### config.mk
export PLATFORM = sky130hd
export DESIGN_NAME = rst_seq_ctrl_flat
export DESIGN_NICKNAME = d
export VERILOG_FILES = /design/src/rtl/rst_seq_ctrl_pkg.sv /design/src/rtl/rst_seq_ctrl_if.sv /design/src/rtl/rst_seq_ctrl_sync_bit.sv /design/src/rtl/rst_seq_ctrl.sv /design/src/flat_wrapper.sv
export SDC_FILE = /design/constraint.sdc
export NUM_CORES = 1
export LEC_CHECK = 0
export ABC_CLOCK_PERIOD_IN_PS = 2070
export CAP_MARGIN = 20
export CORE_UTILIZATION = 53
export CTS_CLUSTER_SIZE = 14
export DETAILED_ROUTE_END_ITERATION = 8
export HOLD_SLACK_MARGIN = 0.05
export PLACE_DENSITY = 0.76
export SLEW_MARGIN = 10
export SYNTH_ARGS = -nofsm -noshare
export SYNTH_HDL_FRONTEND = slang
export SYNTH_SLANG_ARGS = --single-unit
### constraint.sdc
create_clock -name clk -period 2.07 [get_ports clk]
set_clock_uncertainty 0.2 [all_clocks]
set_input_delay 0.3105 -clock clk [delete_from_list [all_inputs] [get_ports clk]]
set_output_delay 0.3105 -clock clk [all_outputs]
set_load 0.1 [all_outputs]
### src/rtl/rst_seq_ctrl_pkg.sv
// Shared constants for the reset release sequencer: FSM state encodings,
// the state_dbg width and a counter-width helper.
package rst_seq_ctrl_pkg;

  localparam int STATE_W = 2;

  // State encodings are fixed because state_dbg is decoded by software.
  localparam logic [STATE_W-1:0] ST_HOLD      = 2'd0;
  localparam logic [STATE_W-1:0] ST_WAIT_LOCK = 2'd1;
  localparam logic [STATE_W-1:0] ST_STAGE     = 2'd2;
  localparam logic [STATE_W-1:0] ST_RUN       = 2'd3;

  // Width of a counter that runs 0..terminal-1, never narrower than 1 bit.
  function automatic int cnt_w(input int terminal);
    return (terminal > 1) ? $clog2(terminal) : 1;
  endfunction

endpackage

### src/rtl/rst_seq_ctrl_if.sv
// Bundle of the sequencer's lock/request inputs and reset/status outputs.
// The sequencer sits on the slave side; whoever drives lock and requests
// and consumes the resets uses the master side.
interface rst_seq_ctrl_if
  import rst_seq_ctrl_pkg::*;
#(
  parameter int N_STAGES = 4
);

  logic                locked;
  logic                sw_rst_req;
  logic [N_STAGES-1:0] rst_out;
  logic                seq_done;
  logic [STATE_W-1:0]  state_dbg;

  modport master (
    output locked,
    output sw_rst_req,
    input  rst_out,
    input  seq_done,
    input  state_dbg
  );

  modport slave (
    input  locked,
    input  sw_rst_req,
    output rst_out,
    output seq_done,
    output state_dbg
  );

endinterface

### src/rtl/rst_seq_ctrl_sync_bit.sv
// Multi-flop single-bit synchronizer with asynchronous clear. The chain
// clears to 0 so a lock indication is never seen as high during reset.
module rst_seq_ctrl_sync_bit #(
  parameter int SYNC_STAGES = 2
) (
  input  logic clk,
  input  logic rst,
  input  logic d,
  output logic q
);

  (* ASYNC_REG = "TRUE" *) logic [SYNC_STAGES-1:0] sync_ff;

  // Shift the asynchronous input through the metastability chain.
  always_ff @(posedge clk or posedge rst) begin
    if (rst) begin
      sync_ff <= '0;
    end else begin
      sync_ff <= {sync_ff[SYNC_STAGES-2:0], d};
    end
  end

  assign q = sync_ff[SYNC_STAGES-1];

endmodule

### src/rtl/rst_seq_ctrl.sv
// Reset release sequencer: holds all downstream resets until the clock
// source lock has been stable for LOCK_FILT sampled cycles, then releases
// rst_out[0], rst_out[1], ... one every STAGE_DLY cycles. Lock loss or a
// software request in STAGE/RUN re-asserts everything and restarts.
module rst_seq_ctrl
  import rst_seq_ctrl_pkg::*;
#(
  parameter int N_STAGES    = 4,
  parameter int STAGE_DLY   = 16,
  parameter int LOCK_FILT   = 8,
  parameter int SYNC_STAGES = 2
) (
  input  logic           clk,
  input  logic           async_rst,
  rst_seq_ctrl_if.slave  bus
);

  localparam int LOCK_W = cnt_w(LOCK_FILT);
  localparam int DLY_W  = cnt_w(STAGE_DLY);
  localparam int IDX_W  = cnt_w(N_STAGES);

  localparam logic [LOCK_W-1:0] LOCK_LAST = LOCK_W'(LOCK_FILT - 1);
  localparam logic [DLY_W-1:0]  DLY_LAST  = DLY_W'(STAGE_DLY - 1);
  localparam logic [IDX_W-1:0]  IDX_LAST  = IDX_W'(N_STAGES - 1);

  logic                locked_sync;
  logic                abort;

  logic [STATE_W-1:0]  state_q,    state_d;
  logic [LOCK_W-1:0]   lock_cnt_q, lock_cnt_d;
  logic [DLY_W-1:0]    dly_cnt_q,  dly_cnt_d;
  logic [IDX_W-1:0]    idx_q,      idx_d;
  logic [N_STAGES-1:0] rst_out_q,  rst_out_d;
  logic                seq_done_q, seq_done_d;

  rst_seq_ctrl_sync_bit #(
    .SYNC_STAGES (SYNC_STAGES)
  ) u_lock_sync (
    .clk (clk),
    .rst (async_rst),
    .d   (bus.locked),
    .q   (locked_sync)
  );

  // Lock loss outranks the software request, but both produce the same
  // restart, so a single abort term covers them.
  assign abort = !locked_sync || bus.sw_rst_req;

  // Next-state logic: lock filter, release timer and abort handling.
  always_comb begin
    state_d    = state_q;
    lock_cnt_d = lock_cnt_q;
    dly_cnt_d  = dly_cnt_q;
    idx_d      = idx_q;
    rst_out_d  = rst_out_q;
    seq_done_d = seq_done_q;

    if ((state_q == ST_STAGE || state_q == ST_RUN) && abort) begin
      // Abort beats any release that happens to fall on this edge.
      state_d    = ST_WAIT_LOCK;
      lock_cnt_d = '0;
      dly_cnt_d  = '0;
      idx_d      = '0;
      rst_out_d  = '1;
      seq_done_d = 1'b0;
    end else begin
      case (state_q)
        ST_HOLD: begin
          state_d = ST_WAIT_LOCK;
        end

        ST_WAIT_LOCK: begin
          // Software requests are meaningless here: resets are still held.
          if (locked_sync) begin
            if (lock_cnt_q == LOCK_LAST) begin
              state_d    = ST_STAGE;
              lock_cnt_d = '0;
              dly_cnt_d  = '0;
              idx_d      = '0;
            end else begin
              lock_cnt_d = lock_cnt_q + 1'b1;
            end
          end else begin
            lock_cnt_d = '0;
          end
        end

        ST_STAGE: begin
          if (dly_cnt_q == DLY_LAST) begin
            dly_cnt_d = '0;
            idx_d     = idx_q + 1'b1;
            for (int k = 0; k < N_STAGES; k++) begin
              if (IDX_W'(k) == idx_q) begin
                rst_out_d[k] = 1'b0;
              end
            end
            if (idx_q == IDX_LAST) begin
              state_d    = ST_RUN;
              seq_done_d = 1'b1;
            end
          end else begin
            dly_cnt_d = dly_cnt_q + 1'b1;
          end
        end

        ST_RUN: begin
          state_d = ST_RUN;
        end

        default: begin
          state_d = ST_HOLD;
        end
      endcase
    end
  end

  // State, counters and outputs; async reset holds every domain in reset.
  always_ff @(posedge clk or posedge async_rst) begin
    if (async_rst) begin
      state_q    <= ST_HOLD;
      lock_cnt_q <= '0;
      dly_cnt_q  <= '0;
      idx_q      <= '0;
      rst_out_q  <= '1;
      seq_done_q <= 1'b0;
    end else begin
      state_q    <= state_d;
      lock_cnt_q <= lock_cnt_d;
      dly_cnt_q  <= dly_cnt_d;
      idx_q      <= idx_d;
      rst_out_q  <= rst_out_d;
      seq_done_q <= seq_done_d;
    end
  end

  assign bus.rst_out   = rst_out_q;
  assign bus.seq_done  = seq_done_q;
  assign bus.state_dbg = state_q;

endmodule
### src/flat_wrapper.sv
// flat-port wrapper written by rule: the top's interface ports become plain ports
module rst_seq_ctrl_flat import rst_seq_ctrl_pkg::*;
#(
  parameter int N_STAGES    = 4,
  parameter int STAGE_DLY   = 16,
  parameter int LOCK_FILT   = 8,
  parameter int SYNC_STAGES = 2
)
  (clk, async_rst, bus_locked, bus_sw_rst_req, bus_rst_out, bus_seq_done, bus_state_dbg);
  rst_seq_ctrl_if #(.N_STAGES(N_STAGES)) bus_i ();
  input  logic clk;
  input  logic async_rst;
  input wire logic [$bits(bus_i.locked)-1:0] bus_locked;
  input wire logic [$bits(bus_i.sw_rst_req)-1:0] bus_sw_rst_req;
  output wire logic [$bits(bus_i.rst_out)-1:0] bus_rst_out;
  output wire logic [$bits(bus_i.seq_done)-1:0] bus_seq_done;
  output wire logic [$bits(bus_i.state_dbg)-1:0] bus_state_dbg;
  assign bus_i.locked = bus_locked;
  assign bus_i.sw_rst_req = bus_sw_rst_req;
  assign bus_rst_out = bus_i.rst_out;
  assign bus_seq_done = bus_i.seq_done;
  assign bus_state_dbg = bus_i.state_dbg;
  rst_seq_ctrl #(.N_STAGES(N_STAGES), .STAGE_DLY(STAGE_DLY), .LOCK_FILT(LOCK_FILT), .SYNC_STAGES(SYNC_STAGES)) u_core (.clk(clk), .async_rst(async_rst), .bus(bus_i));
endmodule
==> Word level (Yosys, flattened, before mapping) <==
Index checks and enable logic that the tools add are counted.
{ "totals": {"regBits": 18, "latch_bits": 0, "ramBits": 0, "romBits": 0, "input_bits": 4, "out_inout_bits": 7, "wordCells": 80, "n_memories": 0} }
{ "classes": {"add_sub_neg": 3, "mul": 0, "div": 0, "magnitude_cmp": 0, "eq_ne": 13, "n_shift": 0, "muxes": 31, "bitwise_logic": 0, "n_reduce_logical": 23} }
{ "op_table": {"columns": ["op", "n"], "rows": [
  ["2-to-1 mux 4 bit", 7],
  ["2-to-1 mux 2 bit", 9],
  ["AND reduction 3 bit", 6],
  ["nonzero test 2 bit", 8],
  ["2-to-1 mux 3 bit", 4],
  ["2-to-1 mux 1 bit", 8],
  ["one-hot mux 2 bit (4 select lines)", 1],
  ["one-hot mux 4 bit (2 select lines)", 1],
  ["AND reduction 4 bit", 2],
  ["equality test 2 bit, second input constant", 3],
  ["!= test 3 bit, second input constant", 2],
  ["adder 4 x 1 -> 4 bit, second input constant", 1],
  ["equality test 2 bit, first input constant", 2],
  ["equality test 4 bit, second input constant", 1],
  ["zero test 2 bit", 2],
  ["one-hot mux 2 bit (2 select lines)", 1],
  ["adder 3 x 1 -> 3 bit, second input constant", 1],
  ["equality test 3 bit, second input constant", 1],
  ["!= test 3 x 1 -> 1 bit, second input constant", 1],
  ["!= test 3 x 2 -> 1 bit, second input constant", 1],
  ["nonzero test 3 bit", 1],
  ["adder 2 x 1 -> 2 bit, second input constant", 1],
  ["equality test 1 x 2 -> 1 bit, first input constant", 1],
  ["equality test 2 x 1 -> 1 bit, second input constant", 1],
  ["3 further kinds", 4]
]} }

==> Longest topological paths before layout <==
{ "logic_depth": {"word_depth": 5, "depth_mapped": 5, "mapped_depth_nobuf": 5} }

==> Modules after synthesis <==
A second synthesis with hierarchy kept.
{ "hier_totals": {"hier_cells": 82, "hier_area_um2": 932.1} }
{ "modules_own_cells": {"columns": ["mod", "instances", "cells_each", "area_each_um2"], "rows": [
  ["rst_seq_ctrl", 1, 79, 878.3],
  ["rst_seq_ctrl_sync_bit", 1, 3, 53.8]
]} }

==> Least setup slack after synthesis <==
OpenSTA, ideal clock, no wires.
{ "synth_timing": {"path_type": "flip-flop to flip-flop", "from": "register u_core.state_q[1], in the netlist u_core.bus.state_dbg[1]", "to": "register u_core.idx_q[0]", "t_arrival_ps": 1609, "setup_slack_ps": 180, "path_stages_with_launch": 5, "path_buffers": 1, "path_cell_list": "dfrtp_1 and4bb_1 buf_6 nand2_2 a31oi_1"} }
{ "synth_via": {"elab_chain_len": 5, "elab_cells_between_ends": 12, "cone_classes": "6 x eq/ne; 2 x mux; 4 x reduce/logical"} }
{ "synth_lines": {"columns": ["element", "line_no", "source"], "rows": [
  ["from (decl)", "rst_seq_ctrl.sv:29", "logic [STATE_W-1:0] state_q, state_d;"],
  ["from (signal assigned)", "rst_seq_ctrl.sv:127", "state_q <= state_d;"],
  ["equality test 2 bit (on tied branches)", "rst_seq_ctrl.sv:58, rst_seq_ctrl.sv:67", null],
  ["logical OR 1 bit", "rst_seq_ctrl.sv:58", "if ((state_q == ST_STAGE || state_q == ST_RUN) && abort) begin"],
  ["logical AND 1 bit", "rst_seq_ctrl.sv:58", null],
  ["!= test 3 bit (no line) (tied with other cells)", null, null],
  ["AND reduction 4 bit (no line)", null, null],
  ["to (signal assigned)", "rst_seq_ctrl.sv:130", "idx_q <= idx_d;"],
  ["to (decl)", "rst_seq_ctrl.sv:32", "logic [IDX_W-1:0] idx_q, idx_d;"]
]} }
Several ways; a longest one is shown, not always the timed one.
A chain may end at the register's enable or synchronous reset.

==> Worst setup path after layout <==
{ "layout_timing": {"from": "register u_core.lock_cnt_q[0]", "to": "register u_core.idx_q[1]"} }
{ "layout_via": {"elab_chain_len": 3} }
{ "layout_lines": {"columns": ["element", "line_no", "source"], "rows": [
  ["from (decl)", "rst_seq_ctrl.sv:30", "logic [LOCK_W-1:0] lock_cnt_q, lock_cnt_d;"],
  ["from (signal assigned)", "rst_seq_ctrl.sv:128", "lock_cnt_q <= lock_cnt_d;"],
  ["equality test 3 bit", "rst_seq_ctrl.sv:75", "if (lock_cnt_q == LOCK_LAST) begin"],
  ["!= test 3 x 1 -> 1 bit (no line)", null, null],
  ["AND reduction 4 bit (no line)", null, null]
]} }
No other way between the ends.

==> insert_results.sql <==
INSERT INTO impl_metrics (metric_group, metric, value, unit) VALUES
('outcome', 'run_status', 'complete, no violations', ''),
('sta', 'max_slew.worst_pin.slew', '0.413', 'ns'),
('place', 'pre_cts_slack', '0.217', 'ns'),
('clock_network', 'cts-resized-gates', '0', ''),
('synthesis', 'postSynthRegisterBits', '18', ''),
('final_layout', 'insertedDiodeCount', '0', ''),
('sta', 'finalHoldViolations', '0', ''),
('global_routing', 'antenna_violations_before_repair', '0', ''),
('routing', 'detailedRoute.firstPassIterationCount', '4', ''),
('sta', 'finalCriticalPeriod', '1.65', 'ns'),
('setup_path', 'setup.worst_path.end_class', 'flop', ''),
('sta', 'setup-violations-final', '0', ''),
('routing', 'viasPerCell', '5.66', ''),
('clock_network', 'cts-buffers-inserted', '3', ''),
('floorplanning', 'num_rows', '14', ''),
('synthesis', 'synth.avg_cell_area', '10.5', 'um^2'),
('synthesis', 'synthesis.instances', '86', ''),
('global_routing', 'grt_max_degree', '19', ''),
('routing', 'routed_wl', '1470', 'um'),
('setup_path', 'max_stage_delay', '0.42', 'ns'),
('setup_path', 'worst_path_dominant_cell_family', 'adder cells', ''),
('global_routing', 'first_pass_grt_wire_length', '2540', 'um'),
('final_layout', 'fin_area', '0.00111', 'mm^2'),
('setup_path', 'path_max_fanout', '6', ''),
('synthesis', 'synth_async_sr_flop_share', '100', '%'),
('floorplanning', 'die_area', '0.00188', 'mm^2'),
('final_layout', 'drive_above_1_share', '18.2', '%'),
('run', 'cap_violations', '0', ''),
('setup_path', 'timing.critical_path.buf_inv', '0', ''),
('global_routing', 'grt_util_all_layers', '18.1', '%'),
('setup_path', 'worst_endpoint_data_arrival_time', '1.66', 'ns'),
('floorplanning', 'ioPinCount', '11', ''),
('sta', 'rsz_0062_raised_after_global_routing', 'no', ''),
('synthesis', 'seq_area_frac_synth', '50.2', '%'),
('synthesis', 'synth_area', '907', 'um^2'),
('place', 'postPlaceCellArea', '0.00108', 'mm^2'),
('clock_network', 'cts_post_setup_buffers_inserted', '0', ''),
('setup_path', 'cp_cell_sequence', 'ha_1 > ha_1 > nand4b_1 > o21ai_1 > o211ai_1', ''),
('setup_path', 'start_kind', 'flop', ''),
('clock_network', 'cts_num_sinks', '18', ''),
('clock_network', 'hold_fix_buffers_at_cts', '0', ''),
('setup_path', 'crit_path_top_delay_cell', 'sky130_fd_sc_hd__dfrtp_1', ''),
('global_routing', 'number_of_global_route_vias_before_repair', '618', ''),
('place', 'place.port_buffers', '10', ''),
('routing', 'drt.antenna.violating_nets', '0', ''),
('place', 'place.gp.congestion', '0.701', ''),
('clock_network', 'cts.path.max_buffers', '2', ''),
('sta', 'fmaxAchievable', '0.607', 'GHz'),
('setup_path', 'cpMostUsedCell', 'sky130_fd_sc_hd__ha_1', ''),
('synthesis', 'ys.warnings.count', '0', ''),
('floorplanning', 'fp.dieW', '43.4', 'um'),
('synthesis', 'synth_edf_count', '0', ''),
('final_layout', 'nNetsFinal', '111', ''),
('pwr', 'p_leak', '0.520', 'nW'),
('synthesis', 'yosysUniqueCellTypes', '30', ''),
('global_routing', 'gr-total-overflow', '0', ''),
('sta', 'final.hold.worst_slack', '0.119', 'ns'),
('place', 'dp.final_hpwl', '1070', 'um'),
('clock_network', 'cts.htree.levels', '1', ''),
('synthesis', 'synth-main-ff-cell', 'sky130_fd_sc_hd__dfrtp_1', ''),
('final_layout', 'area_growth', '22.6', '%'),
('setup_path', 'crit_type', 'flop to flop', ''),
('final_layout', 'num-fill-cells', '117', ''),
('routing', 'drc_errors', '0', ''),
('pwr', 'power_density_over_the_cells', '665', 'mW/mm^2'),
('floorplanning', 'die-height', '43.4', 'um'),
('routing', 'wl_per_cell', '12.7', 'um'),
('clock_network', 'clk_pin_slew', '0.10', 'ns'),
('clock_network', 'cts_tree', 'built', ''),
('pwr', 'peakVddDrop', '538', 'uV'),
('sta', 'setup_tns', '0', 'ns'),
('floorplanning', 'core-area', '0.00156', 'mm^2'),
('synthesis', 'syn-num-nets', '97', ''),
('sta', 'finalMaxSlewViolations', '0', ''),
('clock_network', 'clk_latency', '0.29', 'ns'),
('routing', 'routed-via-count', '651', ''),
('sta', 'relSlewSlack', '72.3', '%'),
('setup_path', 'cp.required', '2.08', 'ns'),
('min_path', 'hold_class', 'input port to asynchronous set/reset pin', ''),
('clock_network', 'root_buffer_master', 'sky130_fd_sc_hd__clkbuf_4', ''),
('sta', 'timing.final.ws_setup', '0.422', 'ns'),
('floorplanning', 'initial_utilization', '58.2', '%'),
('sta', 'fin_crit_sh', '79.6', '%'),
('routing', 'drt_iter0_markers', '13', '');
cells in the final DEF (no fill, tap or decap), types with 2 or more instances in the layout:
master / n
sky130_fd_sc_hd__o211ai_1: 3
sky130_fd_sc_hd__buf_4: 2
sky130_fd_sc_hd__buf_12: 6
sky130_fd_sc_hd__nor2b_1: 3
sky130_fd_sc_hd__o21ai_0: 3
sky130_fd_sc_hd__and3_1: 2
sky130_fd_sc_hd__nand2_1: 7
sky130_fd_sc_hd__mux2i_1: 2
sky130_fd_sc_hd__a21oi_1: 3
sky130_fd_sc_hd__clkdlybuf4s50_1: 3
sky130_fd_sc_hd__dfstp_2: 4
sky130_fd_sc_hd__nand3_1: 8
sky130_fd_sc_hd__dfrtp_1: 14
sky130_fd_sc_hd__inv_1: 9
sky130_fd_sc_hd__a21o_1: 4
sky130_fd_sc_hd__clkbuf_4: 3
sky130_fd_sc_hd__ha_1: 7
sequential cells by signal, indices dropped and copies added, names as in the netlist:
name,flops
u_core.bus.state_dbg,2
u_core.bus.rst_out,4
u_core.u_lock_sync.sync_ff,2
u_core.dly_cnt_q,4
u_core.lock_cnt_q,3
u_core.idx_q,2
u_core.bus.seq_done,1
worst paths after layout:
kind	start	endpoint	slack [ns]	depth (start not counted)
worst max-delay path	u_core.lock_cnt_q[0]	u_core.idx_q[1]	0.42	5
worst min-delay path	async_rst	u_core.bus.seq_done	0.12	3
worst max register to register	u_core.lock_cnt_q[0]	u_core.idx_q[1]	0.42	5
worst min register to register	u_core.u_lock_sync.sync_ff[0]	u_core.u_lock_sync.sync_ff[1]	0.17	0
max in group asynchronous	async_rst	u_core.bus.rst_out[0]	1.30	3
min in group clk	u_core.u_lock_sync.sync_ff[0]	u_core.u_lock_sync.sync_ff[1]	0.17	0
report_power, final:
group / switching (mW) / total [mW] / internal, mW / leakage [nW]
logic: 0.0861 / 0.135 / 0.0490 / 0.277
registers: 0.0145 / 0.388 / 0.374 / 0.222
clock network: 0.109 / 0.216 / 0.107 / 0.0210
stage by stage:
step | std cells | total power [mW] | utilization [%]
CTS | 115 | 0.745 | 71.3
detailed placement | 111 | 0.532 | 69.0
global placement | 111 | 0.530 | 69.0
finish | 115 | 0.739 | 71.3
global route | 115 | 0.763 | 71.3
floorplan | 86 | 0.481 | -
worst register-to-register path, cell delays in order, from the launching register on:
cell and delay (ns):
sky130_fd_sc_hd__dfrtp_1 0.42, sky130_fd_sc_hd__ha_1 0.21, sky130_fd_sc_hd__ha_1 0.24, sky130_fd_sc_hd__nand4b_1 0.12, sky130_fd_sc_hd__o21ai_1 0.17, sky130_fd_sc_hd__o211ai_1 0.22
Yosys cell counts, types with 2 or more instances:
master | n | area share (%)
sky130_fd_sc_hd__a21oi_1 | 3 | 1.7
sky130_fd_sc_hd__nand2_1 | 7 | 2.9
sky130_fd_sc_hd__and3_1 | 2 | 1.4
sky130_fd_sc_hd__inv_1 | 9 | 3.7
sky130_fd_sc_hd__a21o_1 | 4 | 3.3
sky130_fd_sc_hd__o21ai_0 | 3 | 1.7
sky130_fd_sc_hd__dfstp_2 | 4 | 12
sky130_fd_sc_hd__nand3_1 | 8 | 4.4
sky130_fd_sc_hd__dfrtp_1 | 14 | 39
sky130_fd_sc_hd__o211ai_1 | 3 | 2.5
sky130_fd_sc_hd__nor2b_1 | 3 | 2.1
sky130_fd_sc_hd__ha_1 | 7 | 9.7
sky130_fd_sc_hd__mux2i_1 | 2 | 2.2
area by class of cell:
type,count,area [um^2],share of cell area [%]
tap,16,20.0,1.80
timing repair buffer,11,165,14.8
clock buffer,4,36.3,3.26
multi-input combinational,57,402,36.1
inverter,9,33.8,3.04
sequential,18,455,40.9
routing by layer:
layer / up-vias / routed length [um] / GRT usage [%]
met3: 2 / 46 / 2.92
met5: - / 0 / 0
li1: 326 / - / -
met1: 312 / 736 / 22.7
met4: 0 / 19 / 9.38
met2: 11 / 664 / 30.3
logic make-up after synthesis:
| family | after synthesis | share of synthesized area [%] |
|---|---|---|
| and+or+nand+nor | 28 | 17.4 |
| AOI/OAI and AO/OA | 20 | 15.0 |
| DFF | 18 | 50.2 |
| buffers and inverters | 11 | 5.52 |
| adders and majority gates | 7 | 9.65 |
| muxes | 2 | 2.21 |
(Power assumes the default switching activity.)
